$ cat config.mk
export PLATFORM = sky130hd
export DESIGN_NAME = mmcm_servo_controller_flat
export DESIGN_NICKNAME = d
export VERILOG_FILES = /design/src/rtl/mmcm_servo_controller_if.sv /design/src/rtl/mmcm_servo_controller.sv /design/src/flat_wrapper.sv
export SDC_FILE = /design/constraint.sdc
export NUM_CORES = 1
export LEC_CHECK = 0
export ABC_AREA = 0
export BUFFER_PORTS_ARGS = -buffer_cell sky130_fd_sc_hd__buf_2
export CORE_MARGIN = 3
export CORE_UTILIZATION = 60
export CTS_CLUSTER_DIAMETER = 60
export CTS_CLUSTER_SIZE = 20
export DETAILED_ROUTE_END_ITERATION = 10
export GPL_ROUTABILITY_DRIVEN = 0
export PLACE_DENSITY = 0.89
export SYNTH_ARGS = -nofsm -noshare
export SYNTH_HDL_FRONTEND = slang
export SYNTH_SLANG_ARGS = --single-unit
$ cat constraint.sdc
create_clock -name clk_in_300Mhz -period 7.9 [get_ports clk_in_300Mhz]
set_clock_uncertainty 0.05 [all_clocks]
set_input_delay 0.79 -clock clk_in_300Mhz [delete_from_list [all_inputs] [get_ports clk_in_300Mhz]]
set_output_delay 0.79 -clock clk_in_300Mhz [all_outputs]
set_load 0.05 [all_outputs]
$ cat src/rtl/mmcm_servo_controller_if.sv
// rtl/mmcm_servo_controller_if.sv - MMCM dynamic phase-shift handshake (psen/psincdec/psdone)
interface mmcm_servo_controller_if;
  logic psen;
  logic psincdec;
  logic psdone;

  modport master (output psen, output psincdec, input psdone);
  modport slave  (input psen, input psincdec, output psdone);
endinterface

$ cat src/rtl/mmcm_servo_controller.sv
// rtl/mmcm_servo_controller.sv - frequency servo that nudges an MMCM with single phase-shift steps
module mmcm_servo_controller #(
  parameter int WINDOW_CYCLES  = 4096,
  parameter int CNT_W          = 16,
  parameter int DEADBAND       = 1,
  parameter int PSDONE_TIMEOUT = 255,
  parameter int PHASE_W        = 16,
  parameter int LOCK_WINDOWS   = 4
) (
  input  logic                      clk_in_300Mhz,
  input  logic                      reset_in,
  input  logic                      ref_sig_in,
  input  logic                      fb_sig_in,
  input  logic                      mmcm_locked,
  mmcm_servo_controller_if.master   ps,
  output logic [CNT_W-1:0]          ref_count,
  output logic [CNT_W-1:0]          fb_count,
  output logic signed [CNT_W:0]     freq_err,
  output logic signed [PHASE_W-1:0] phase_pos,
  output logic                      servo_locked,
  output logic                      timeout_err
);
  localparam int ERR_W  = CNT_W + 1;
  localparam int WIN_W  = $clog2(WINDOW_CYCLES);
  localparam int WAIT_W = $clog2(PSDONE_TIMEOUT + 1);
  localparam int IB_W   = $clog2(LOCK_WINDOWS + 1);
  localparam logic [WIN_W-1:0]          WIN_LAST  = WIN_W'(WINDOW_CYCLES - 1);
  localparam logic [WAIT_W-1:0]         WAIT_LAST = WAIT_W'(PSDONE_TIMEOUT - 1);
  localparam logic [IB_W-1:0]           IB_FULL   = IB_W'(LOCK_WINDOWS);
  localparam logic [IB_W-1:0]           IB_PRE    = IB_W'(LOCK_WINDOWS - 1);
  localparam logic signed [CNT_W:0]     DB_POS    = ERR_W'(DEADBAND);
  localparam logic signed [CNT_W:0]     DB_NEG    = -DB_POS;
  localparam logic signed [PHASE_W-1:0] PH_MAX    = {1'b0, {(PHASE_W-1){1'b1}}};
  localparam logic signed [PHASE_W-1:0] PH_MIN    = {1'b1, {(PHASE_W-1){1'b0}}};
  localparam logic signed [PHASE_W-1:0] PH_ONE    = PHASE_W'(1);

  typedef enum logic [2:0] {IDLE, MEASURE, EVAL, PS_REQ, PS_WAIT} state_e;

  state_e                     state_q, state_d;
  logic [2:0]                 ref_sync_q, fb_sync_q;
  logic [1:0]                 lock_sync_q;
  logic [WIN_W-1:0]           win_q;
  logic [CNT_W-1:0]           ref_cnt_q, fb_cnt_q;
  logic [WAIT_W-1:0]          wait_q;
  logic [IB_W-1:0]            inband_q;
  logic                       dir_q;
  logic [CNT_W-1:0]           ref_count_q, fb_count_q;
  logic signed [CNT_W:0]      freq_err_q;
  logic signed [PHASE_W-1:0]  phase_q;
  logic                       locked_q, tmo_q;

  logic                       ref_edge, fb_edge, lock_s, lock_lost, too_slow, too_fast;
  logic signed [CNT_W:0]      err_d;

  assign ref_edge  = ref_sync_q[1] & ~ref_sync_q[2];
  assign fb_edge   = fb_sync_q[1] & ~fb_sync_q[2];
  assign lock_s    = lock_sync_q[1];
  assign lock_lost = (state_q != IDLE) && !lock_s;
  assign err_d     = $signed({1'b0, fb_cnt_q}) - $signed({1'b0, ref_cnt_q});
  assign too_slow  = err_d < DB_NEG;
  assign too_fast  = err_d > DB_POS;

  always_comb begin
    state_d = state_q;
    ps.psen = 1'b0;
    if (lock_lost) begin
      state_d = IDLE;
    end else begin
      unique case (state_q)
        IDLE:    if (lock_s) state_d = MEASURE;
        MEASURE: if (win_q == WIN_LAST) state_d = EVAL;
        EVAL:    state_d = (too_slow || too_fast) ? PS_REQ : MEASURE;
        PS_REQ: begin
          ps.psen = 1'b1;
          state_d = PS_WAIT;
        end
        PS_WAIT: if (ps.psdone || wait_q == WAIT_LAST) state_d = MEASURE;
        default: state_d = IDLE;
      endcase
    end
  end

  always_ff @(posedge clk_in_300Mhz) begin
    if (reset_in) begin
      state_q     <= IDLE;
      ref_sync_q  <= '0;
      fb_sync_q   <= '0;
      lock_sync_q <= '0;
      win_q       <= '0;
      ref_cnt_q   <= '0;
      fb_cnt_q    <= '0;
      wait_q      <= '0;
      inband_q    <= '0;
      dir_q       <= 1'b0;
      ref_count_q <= '0;
      fb_count_q  <= '0;
      freq_err_q  <= '0;
      phase_q     <= '0;
      locked_q    <= 1'b0;
      tmo_q       <= 1'b0;
    end else begin
      ref_sync_q  <= {ref_sync_q[1:0], ref_sig_in};
      fb_sync_q   <= {fb_sync_q[1:0], fb_sig_in};
      lock_sync_q <= {lock_sync_q[0], mmcm_locked};
      state_q     <= state_d;
      // Lock loss outranks whatever the current state would have done this cycle.
      if (lock_lost) begin
        win_q     <= '0;
        ref_cnt_q <= '0;
        fb_cnt_q  <= '0;
        wait_q    <= '0;
        inband_q  <= '0;
        locked_q  <= 1'b0;
      end else begin
        unique case (state_q)
          MEASURE: begin
            win_q <= (win_q == WIN_LAST) ? '0 : win_q + WIN_W'(1);
            if (ref_edge && ref_cnt_q != '1) ref_cnt_q <= ref_cnt_q + CNT_W'(1);
            if (fb_edge && fb_cnt_q != '1)   fb_cnt_q  <= fb_cnt_q + CNT_W'(1);
          end
          EVAL: begin
            ref_count_q <= ref_cnt_q;
            fb_count_q  <= fb_cnt_q;
            freq_err_q  <= err_d;
            ref_cnt_q   <= '0;
            fb_cnt_q    <= '0;
            if (too_slow || too_fast) begin
              dir_q    <= too_slow;
              inband_q <= '0;
              locked_q <= 1'b0;
            end else begin
              if (inband_q != IB_FULL) inband_q <= inband_q + IB_W'(1);
              if (inband_q >= IB_PRE)  locked_q <= 1'b1;
            end
          end
          PS_REQ: wait_q <= '0;
          PS_WAIT: begin
            if (ps.psdone) begin
              if (dir_q) begin
                if (phase_q != PH_MAX) phase_q <= phase_q + PH_ONE;
              end else if (phase_q != PH_MIN) begin
                phase_q <= phase_q - PH_ONE;
              end
            end else if (wait_q == WAIT_LAST) begin
              tmo_q <= 1'b1;
            end else begin
              wait_q <= wait_q + WAIT_W'(1);
            end
          end
          default: ;
        endcase
      end
    end
  end

  assign ps.psincdec  = dir_q;
  assign ref_count    = ref_count_q;
  assign fb_count     = fb_count_q;
  assign freq_err     = freq_err_q;
  assign phase_pos    = phase_q;
  assign servo_locked = locked_q;
  assign timeout_err  = tmo_q;
endmodule

$ cat src/flat_wrapper.sv
// flat-port wrapper written by rule: the top's interface ports become plain ports
module mmcm_servo_controller_flat 
#(
  parameter int WINDOW_CYCLES  = 4096,
  parameter int CNT_W          = 16,
  parameter int DEADBAND       = 1,
  parameter int PSDONE_TIMEOUT = 255,
  parameter int PHASE_W        = 16,
  parameter int LOCK_WINDOWS   = 4
)
  (clk_in_300Mhz, reset_in, ref_sig_in, fb_sig_in, mmcm_locked, ref_count, fb_count, freq_err, phase_pos, servo_locked, timeout_err, ps_psen, ps_psincdec, ps_psdone);
  mmcm_servo_controller_if ps_i ();
  input  logic clk_in_300Mhz;
  input  logic reset_in;
  input  logic ref_sig_in;
  input  logic fb_sig_in;
  input  logic mmcm_locked;
  output logic [CNT_W-1:0] ref_count;
  output logic [CNT_W-1:0] fb_count;
  output logic signed [CNT_W:0] freq_err;
  output logic signed [PHASE_W-1:0] phase_pos;
  output logic servo_locked;
  output logic timeout_err;
  output wire logic [$bits(ps_i.psen)-1:0] ps_psen;
  output wire logic [$bits(ps_i.psincdec)-1:0] ps_psincdec;
  input wire logic [$bits(ps_i.psdone)-1:0] ps_psdone;
  assign ps_psen = ps_i.psen;
  assign ps_psincdec = ps_i.psincdec;
  assign ps_i.psdone = ps_psdone;
  mmcm_servo_controller #(.WINDOW_CYCLES(WINDOW_CYCLES), .CNT_W(CNT_W), .DEADBAND(DEADBAND), .PSDONE_TIMEOUT(PSDONE_TIMEOUT), .PHASE_W(PHASE_W), .LOCK_WINDOWS(LOCK_WINDOWS)) u_core (.clk_in_300Mhz(clk_in_300Mhz), .reset_in(reset_in), .ref_sig_in(ref_sig_in), .fb_sig_in(fb_sig_in), .mmcm_locked(mmcm_locked), .ps(ps_i), .ref_count(ref_count), .fb_count(fb_count), .freq_err(freq_err), .phase_pos(phase_pos), .servo_locked(servo_locked), .timeout_err(timeout_err));
endmodule
==> metrics.md, run 1 <==
| Metric | Value |
|---|---|
| Largest family of logic cells by synthesized area | `simple AND/OR/NAND/NOR gates` |
| Cts hold-fix bufs | `0` |
| DR iter-0 viols | `490` |
| Post-Syn Area | `6890 µm²` |
| Cell internal pwr | `1140 µW` |
| Vias/cell | `5.78` |
| Worst Path Max Fanout | `5` |
| Largest net degree at the start of global routing | `80` |
| Final Setup Violations | `0` |
| Synth Instances | `849` |
| Area share of the largest cell type after synthesis | `38.9%` |
| CTS tree | `yes` |
| Critical path class | `register to register` |
| Yosys reg bits | `134` |
| Total wire length | `16300 µm` |
| FF-to-FF End | `u_core.state_q[1]` |
| Crit path capture type | `register` |
| Placeable Area | `11000 µm²` |
| Grt ovf | `0` |
| Post-DP HPWL | `11300 µm` |
| Synth async-reset ratio | `0%` |
| Final instance area | `7880 µm²` |
| All-Layer GR Usage | `25.8%` |
| Syn Nets | `895` |
| Status | `completed` |
| PD cells | `182 nW/µm²` |
| I/O Buffers | `74` |
| CP arrival | `3.86 ns` |
| Sink Count | `134` |
| Worst slew margin | `22.0%` |
| Clock network power share | `50.6%` |
| Initial Utilization | `62.5%` |
| Area share of and/or/nand/nor cells after synthesis | `26.0%` |
| Final Hold Viols | `0` |
| Crit path to | `u_core.state_q[1]` |
| Nets | `960` |
| First-pass GRT wire length | `26900 µm` |
| Residual DRC | `0` |
| Synth Area in XOR/XNOR | `7.63%` |
| Inserted Clock Buffers | `17` |
| Worst-margin pin slew | `1.17 ns` |
| Synth top area cells | `dfxtp_1 39%, nand2_1 7.0%, ha_1 6.9%` |
| Vias in the first global route | `5719` |
| Fillers | `815` |
| Synth Area in Compound Gates | `13.9%` |
| Fin Setup TNS | `0 ns` |
| Crit path launch | `u_core.fb_cnt_q[0]` |
| Psw | `289 µW` |
| Via count | `6145` |
| Layout cells sized above 1 | `13.9%` |
| Fmax | `278 MHz` |
| H-Tree Depth | `4` |
| Ys flop type | `dfxtp_1` |
| Netlist cell types | `68` |
| Reg power frac | `47.6%` |
| Crit share post-route | `45.6%` |
| Critical Path RT | `8.16 ns` |
| Min-Delay Path Class | `register to register` |
| WHS Path Cells | `2` |
| Sw frac | `20.2%` |
| Post-synthesis mux area share | `2.51%` |
| CTS clk-pin slew, worst paths | `0.05 ns` |
| Min cycle time layout | `3.60 ns` |
| Cell Area, Placed | `7340 µm²` |
| Mean Syn Cell Area | `8.12 µm²` |
| Die W | `113 µm` |
| R2R cell count | `13` |
| Max Slew Vio Count | `0` |
| Pre-antenna DRT Iters | `5` |
| Die Y | `113 µm` |
| N_diodes | `0` |
| Post-Synth Adder-Cell Area | `7.48%` |
| Die area | `12800 µm²` |
| Sequential-to-total area share from yosys stat | `38.9%` |
| Area growth syn-to-layout | `14.4%` |
| Leakage | `0.00317 µW` |
| Routed len/inst | `15.3 µm` |
| Worst-skew pair later-pin latency | `0.42 ns` |
| Cts repair resizes | `0` |
| Post-CTS Setup Bufs | `0` |
| Ports | `75` |
| Unrepaired setup endpoints after global routing | `false` |
| Area leader, netlist | `dfxtp_1` |
| Yosys warning total | `0` |
| Power share of the combinational group | `1.8%` |
| MaxCap Viol Count | `0` |
| Clk root buf | `clkbuf_16` |
| EDFF count, synth | `0` |
| Longest Clk Path Bufs | `2` |
| R2r setup slk | `4.30 ns` |
| Reg2Reg Launch Point | `u_core.fb_cnt_q[0]` |
| Commonest cells in the synthesized netlist | `134 x dfxtp_1, 128 x nand2_1, 121 x nor2_1` |
| # rows | `38` |
| Count leader, synth | `dfxtp_1` |
| CP Launch Type | `register` |
| Initial antenna violation count | `0` |
| DRT antenna net count | `0` |
| Max VDD drop | `0.166 mV` |
-- kinds of logic after synthesis --
logic type,after synthesis
compound gates,153
simple gates,384
xor+xnor,60
mux,16
flops,134
buf+inv,62
fa+ha+maj,40
-- power groups by stage --
stage	logic, µW	clock network (µW)	registers (µW)
floorplan	19.5	0	695
global placement	24.9	0	695
detailed placement	25.2	0	695
CTS	25.7	732	681
global route	28.6	764	681
finish	25.8	725	681
-- final cells by class --
class                      count  area [µm²]  area share [%]
inverter                      32         120            1.52
timing repair buffer          76         385            4.89
clock inverter                 4        47.5           0.603
clock buffer                  24         492            6.24
sequential                   134        2680            34.0
multi-input combinational    653        3980            50.5
tap                          140         175            2.22
-- metrics by stage --
step                      worst slack [ns]  std cells  util [%]  total power [µW]  hold WS (ns)
final                                 4.30       1063      71.5              1430         0.401
after global routing                  4.21       1063      71.5              1470         0.419
after detailed placement              4.42       1035      66.6               721         0.372
after CTS                             4.35       1063      71.5              1440         0.402
after global placement                4.54       1035      66.6               720         0.390
after floorplan                       4.50        849         -               714         0.364
-- flip-flops by register name, indices dropped and copies added, names as in the netlist, 8 cells and up --
| register | flops |
|---|---|
| u_core.fb_cnt_q | 16 |
| u_core.ref_count | 16 |
| u_core.ref_cnt_q | 16 |
| u_core.fb_count | 16 |
| u_core.phase_pos | 16 |
| u_core.freq_err | 17 |
| u_core.win_q | 12 |
| u_core.wait_q | 8 |
-- cells in the final DEF, fill, tap and decap left out, types with 8 or more instances in the layout --
master     synthesis  final
clkbuf_16          0     17
nor4_1             9      9
and3_1             8      8
nor3_1            17     16
nand3_1           22     22
a21oi_1           83     83
o21ai_0           18     18
nor2b_1           10     10
nand2_1          128    127
ha_1              38     38
inv_1             32     32
nand4_1           20     20
buf_2              1     74
xor2_1            27     27
nor2_1           121    120
or3_1             10     10
xnor2_1           33     33
mux2i_1           15     15
dfxtp_1          134    134
-- worst max-delay path, stage by stage, from the launching register on --
cell      delay [ns]
dfxtp_1         0.43
inv_1           0.07
ha_1            0.23
fa_1            0.40
nand2b_1        0.19
a21oi_2         0.32
o21bai_4        0.12
a211o_1         0.31
o311ai_4        0.10
or3b_1          0.36
or4_4           0.45
mux2i_4         0.23
or2_1           0.16
a21oi_1         0.07
-- how the worst min path moves through the flow --
stage / from / end
2_1_floorplan: u_core.fb_sync_q[0] / u_core.fb_sync_q[1]
3_3_place_gp: u_core.ref_count[9] / u_core.ref_count[9]
3_5_place_dp: u_core.lock_sync_q[0] / u_core.lock_sync_q[1]
4_1_cts: u_core.freq_err[8] / u_core.freq_err[8]
5_1_grt: u_core.freq_err[8] / u_core.freq_err[8]
6_report: u_core.freq_err[8] / u_core.freq_err[8]
-- routing by layer --
metal	vias up	track usage [%]	wire, µm
li1	3058	-	-
met1	2844	31.6	7150
met2	208	42.9	7710
met3	35	7.38	976
met4	0	10.0	416
met5	-	0	0
Power figures use the tool's default switching activity.
==> inputs of run 2 (changes only) <==
--- a/config.mk
+++ b/config.mk
@@ -8,12 +8,12 @@
 export ABC_AREA = 0
 export BUFFER_PORTS_ARGS = -buffer_cell sky130_fd_sc_hd__buf_2
 export CORE_MARGIN = 3
-export CORE_UTILIZATION = 60
+export CORE_UTILIZATION = 59
 export CTS_CLUSTER_DIAMETER = 60
 export CTS_CLUSTER_SIZE = 20
 export DETAILED_ROUTE_END_ITERATION = 10
 export GPL_ROUTABILITY_DRIVEN = 0
-export PLACE_DENSITY = 0.89
+export PLACE_DENSITY = 0.88
 export SYNTH_ARGS = -nofsm -noshare
 export SYNTH_HDL_FRONTEND = slang
 export SYNTH_SLANG_ARGS = --single-unit
==> constraint.sdc (replaced) <==
create_clock -name clk_in_300Mhz -period 3.55 [get_ports clk_in_300Mhz]
set_clock_uncertainty 0.05 [all_clocks]
set_input_delay 0.355 -clock clk_in_300Mhz [delete_from_list [all_inputs] [get_ports clk_in_300Mhz]]
set_output_delay 0.355 -clock clk_in_300Mhz [all_outputs]
set_load 0.05 [all_outputs]
==> metrics.md, run 2 (same netlist as run 1, synthesis figures left out) <==
| Metric | Value |
|---|---|
| DR iter-0 viols | `469 (-4.3%)` |
| MaxCap Viol Count | `0 (unchanged)` |
| Sink Count | `134 (unchanged)` |
| Fillers | `839 (+2.9%)` |
| Most frequent cells in the layout | `132 x dfxtp_1, 128 x nand2_1, 120 x nor2_1, 83 x a21oi_1, 74 x buf_2` |
| # rows | `38 (unchanged)` |
| Cts hold-fix bufs | `0 (unchanged)` |
| Die Y | `114 µm (+0.80%)` |
| Largest net degree at the start of global routing | `79 (-1.3%)` |
| All-Layer GR Usage | `26.4% (+0.65 points)` |
| Cell Area, Placed | `7420 µm² (+0.99%)` |
| Leakage | `0.00329 µW (+3.7%)` |
| Max VDD drop | `0.438 mV (+160%)` |
| First-pass GRT wire length | `27800 µm (+3.4%)` |
| Initial Utilization | `61.9% (-0.53 points)` |
| Reg power frac | `43.3% (-4.3 points)` |
| Area growth syn-to-layout | `17.7%` |
| PD cells | `432 nW/µm² (+140%)` |
| CTS clk-pin slew, worst paths | `0.06 ns (about the same)` |
| Placeable Area | `11100 µm² (+0.86%)` |
| Most common cell after layout, fill and taps aside | `dfxtp_1` |
| Pre-antenna DRT Iters | `5 (unchanged)` |
| Clock network power share | `55.0% (+4.4 points)` |
| Psw | `695 µW (+140%)` |
| Grt ovf | `0 (unchanged)` |
| Worst-skew pair later-pin latency | `0.41 ns (about the same)` |
| Final instance area | `8110 µm² (+2.8%)` |
| CP Launch Type | `register` |
| N_diodes | `0 (unchanged)` |
| Routed len/inst | `15.7 µm (+2.9%)` |
| Crit path capture type | `register` |
| Worst-margin pin slew | `1.14 ns (-0.0296 ns)` |
| CTS tree | `yes` |
| Final Hold Viols | `0 (unchanged)` |
| Nets | `972 (+1.3%)` |
| Final Core Density | `72.9% (+1.4 points)` |
| Power share of the combinational group | `1.7% (about the same)` |
| Max reg flops | `17 (unchanged)` |
| Fmax | `297 MHz (+7.1%)` |
| Sw frac | `19.9% (-0.33 points)` |
| H-Tree Depth | `4 (unchanged)` |
| Inserted Clock Buffers | `17 (unchanged)` |
| Worst slew margin | `23.9% (+2.0 points)` |
| Max Slew Vio Count | `0 (unchanged)` |
| Initial antenna violation count | `0 (unchanged)` |
| Longest Clk Path Bufs | `2 (unchanged)` |
| Total wire length | `17000 µm (+4.4%)` |
| Ports | `75 (unchanged)` |
| Unrepaired setup endpoints after global routing | `true` |
| Die area | `13000 µm² (+1.6%)` |
| Post-DP HPWL | `11600 µm (+3.2%)` |
| Cell internal pwr | `2810 µW (+150%)` |
| Min cycle time layout | `3.36 ns (-0.240 ns)` |
| Clk root buf | `clkbuf_16` |
| Via count | `6293 (+2.4%)` |
| DRT antenna net count | `0 (unchanged)` |
| Critical Path RT | `3.80 ns (-4.36 ns)` |
| Die W | `114 µm (+0.80%)` |
| Crit share post-route | `94.7% (+49 points)` |
| Min-Delay Path Class | `input port to register` |
| Critical path class | `register to register` |
| Vias/cell | `5.83 (+0.89%)` |
| Status | `completed` |
| Vias in the first global route | `5870 (+2.6%)` |
| Final Setup Violations | `0 (unchanged)` |
| CP arrival | `3.62 ns (-0.24 ns)` |
| Fin Setup TNS | `0 ns (unchanged)` |
| Residual DRC | `0 (unchanged)` |
| I/O Buffers | `74 (unchanged)` |
| Worst Path Max Fanout | `5 (unchanged)` |
| Layout cells sized above 1 | `16.0% (+2.1 points)` |
run 2: changes by cell type in the layout (fill, tap and decap cells not counted), moves of 2 or more:
cell	previous run	this run
clkinv_4	0	2
clkbuf_8	4	2
clkinvlp_4	1	3
clkinv_2	2	4
dfxtp_2	0	2
bufinv_16	1	5
buf_4	2	14
clkbuf_1	3	0
dfxtp_1	134	132
run 2: layout make-up:
type	instances	area, µm²	share of cell area, %
Sequential cell	134	2690	33.1
Inverter	32	124	1.53
Tap cell	140	175	2.16
Timing Repair Buffer	88	475	5.87
Clock buffer	19	453	5.59
Multi-Input combinational cell	653	3990	49.2
Clock inverter	13	203	2.50
run 2: final timing paths:
| kind | slack (ns) | endpoint | cells after the start | from |
|---|---|---|---|---|
| worst max-delay path | 0.19 | u_core.state_q[1] | 13 | u_core.fb_cnt_q[0] |
| worst min-delay path | 0.12 | u_core.ref_sync_q[0] | 2 | ref_sig_in |
| worst max register to register | 0.19 | u_core.state_q[1] | 13 | u_core.fb_cnt_q[0] |
| worst min register to register | 0.39 | u_core.fb_sync_q[1] | 1 | u_core.fb_sync_q[0] |
run 2: power by group through the flow:
stage | registers, µW | clock network [µW] | logic (µW)
after floorplan | 1550 | 0 | 43.4
after global placement | 1550 | 0 | 57.3
after detailed placement | 1550 | 0 | 58.1
after CTS | 1510 | 1950 | 60.0
after global routing | 1520 | 2020 | 65.3
final | 1520 | 1930 | 59.8
run 2: layer usage:
layer | GRT usage (%) | wire (µm)
met4 | 12.7 | 534
met1 | 33.6 | 7440
met3 | 5.34 | 933
met5 | 0 | 0
met2 | 43.1 | 8070
run 2: repair_timing:
item / 4_1_cts / 5_1_grt
pin swaps: 0 / 0
resized for setup: 1 / 4
setup endpoints to repair: 1 / 8
setup buffers: 0 / 2
run 2: metrics by stage:
step / std cells / setup WS (ns) / hold WS [ns] / total power [µW]
6_report: 1079 / 0.188 / 0.121 / 3500
5_1_grt: 1079 / 0.00136 / 0.105 / 3600
4_1_cts: 1077 / 0.125 / 0.101 / 3530
3_5_place_dp: 1045 / 0.178 / 0.379 / 1610
3_3_place_gp: 1045 / 0.260 / 0.369 / 1600
2_1_floorplan: 849 / 0.149 / 0.364 / 1590
run 2: worst max-delay path, stage by stage, from the launching register on:
cell      delay [ns]
dfxtp_1         0.32
inv_1           0.04
ha_1            0.21
fa_1            0.40
nand2b_1        0.23
a21oi_4         0.25
o21bai_4        0.11
a211o_1         0.29
o311ai_4        0.10
or3b_1          0.37
or4_4           0.44
mux2i_4         0.21
or2_1           0.15
a21oi_1         0.07
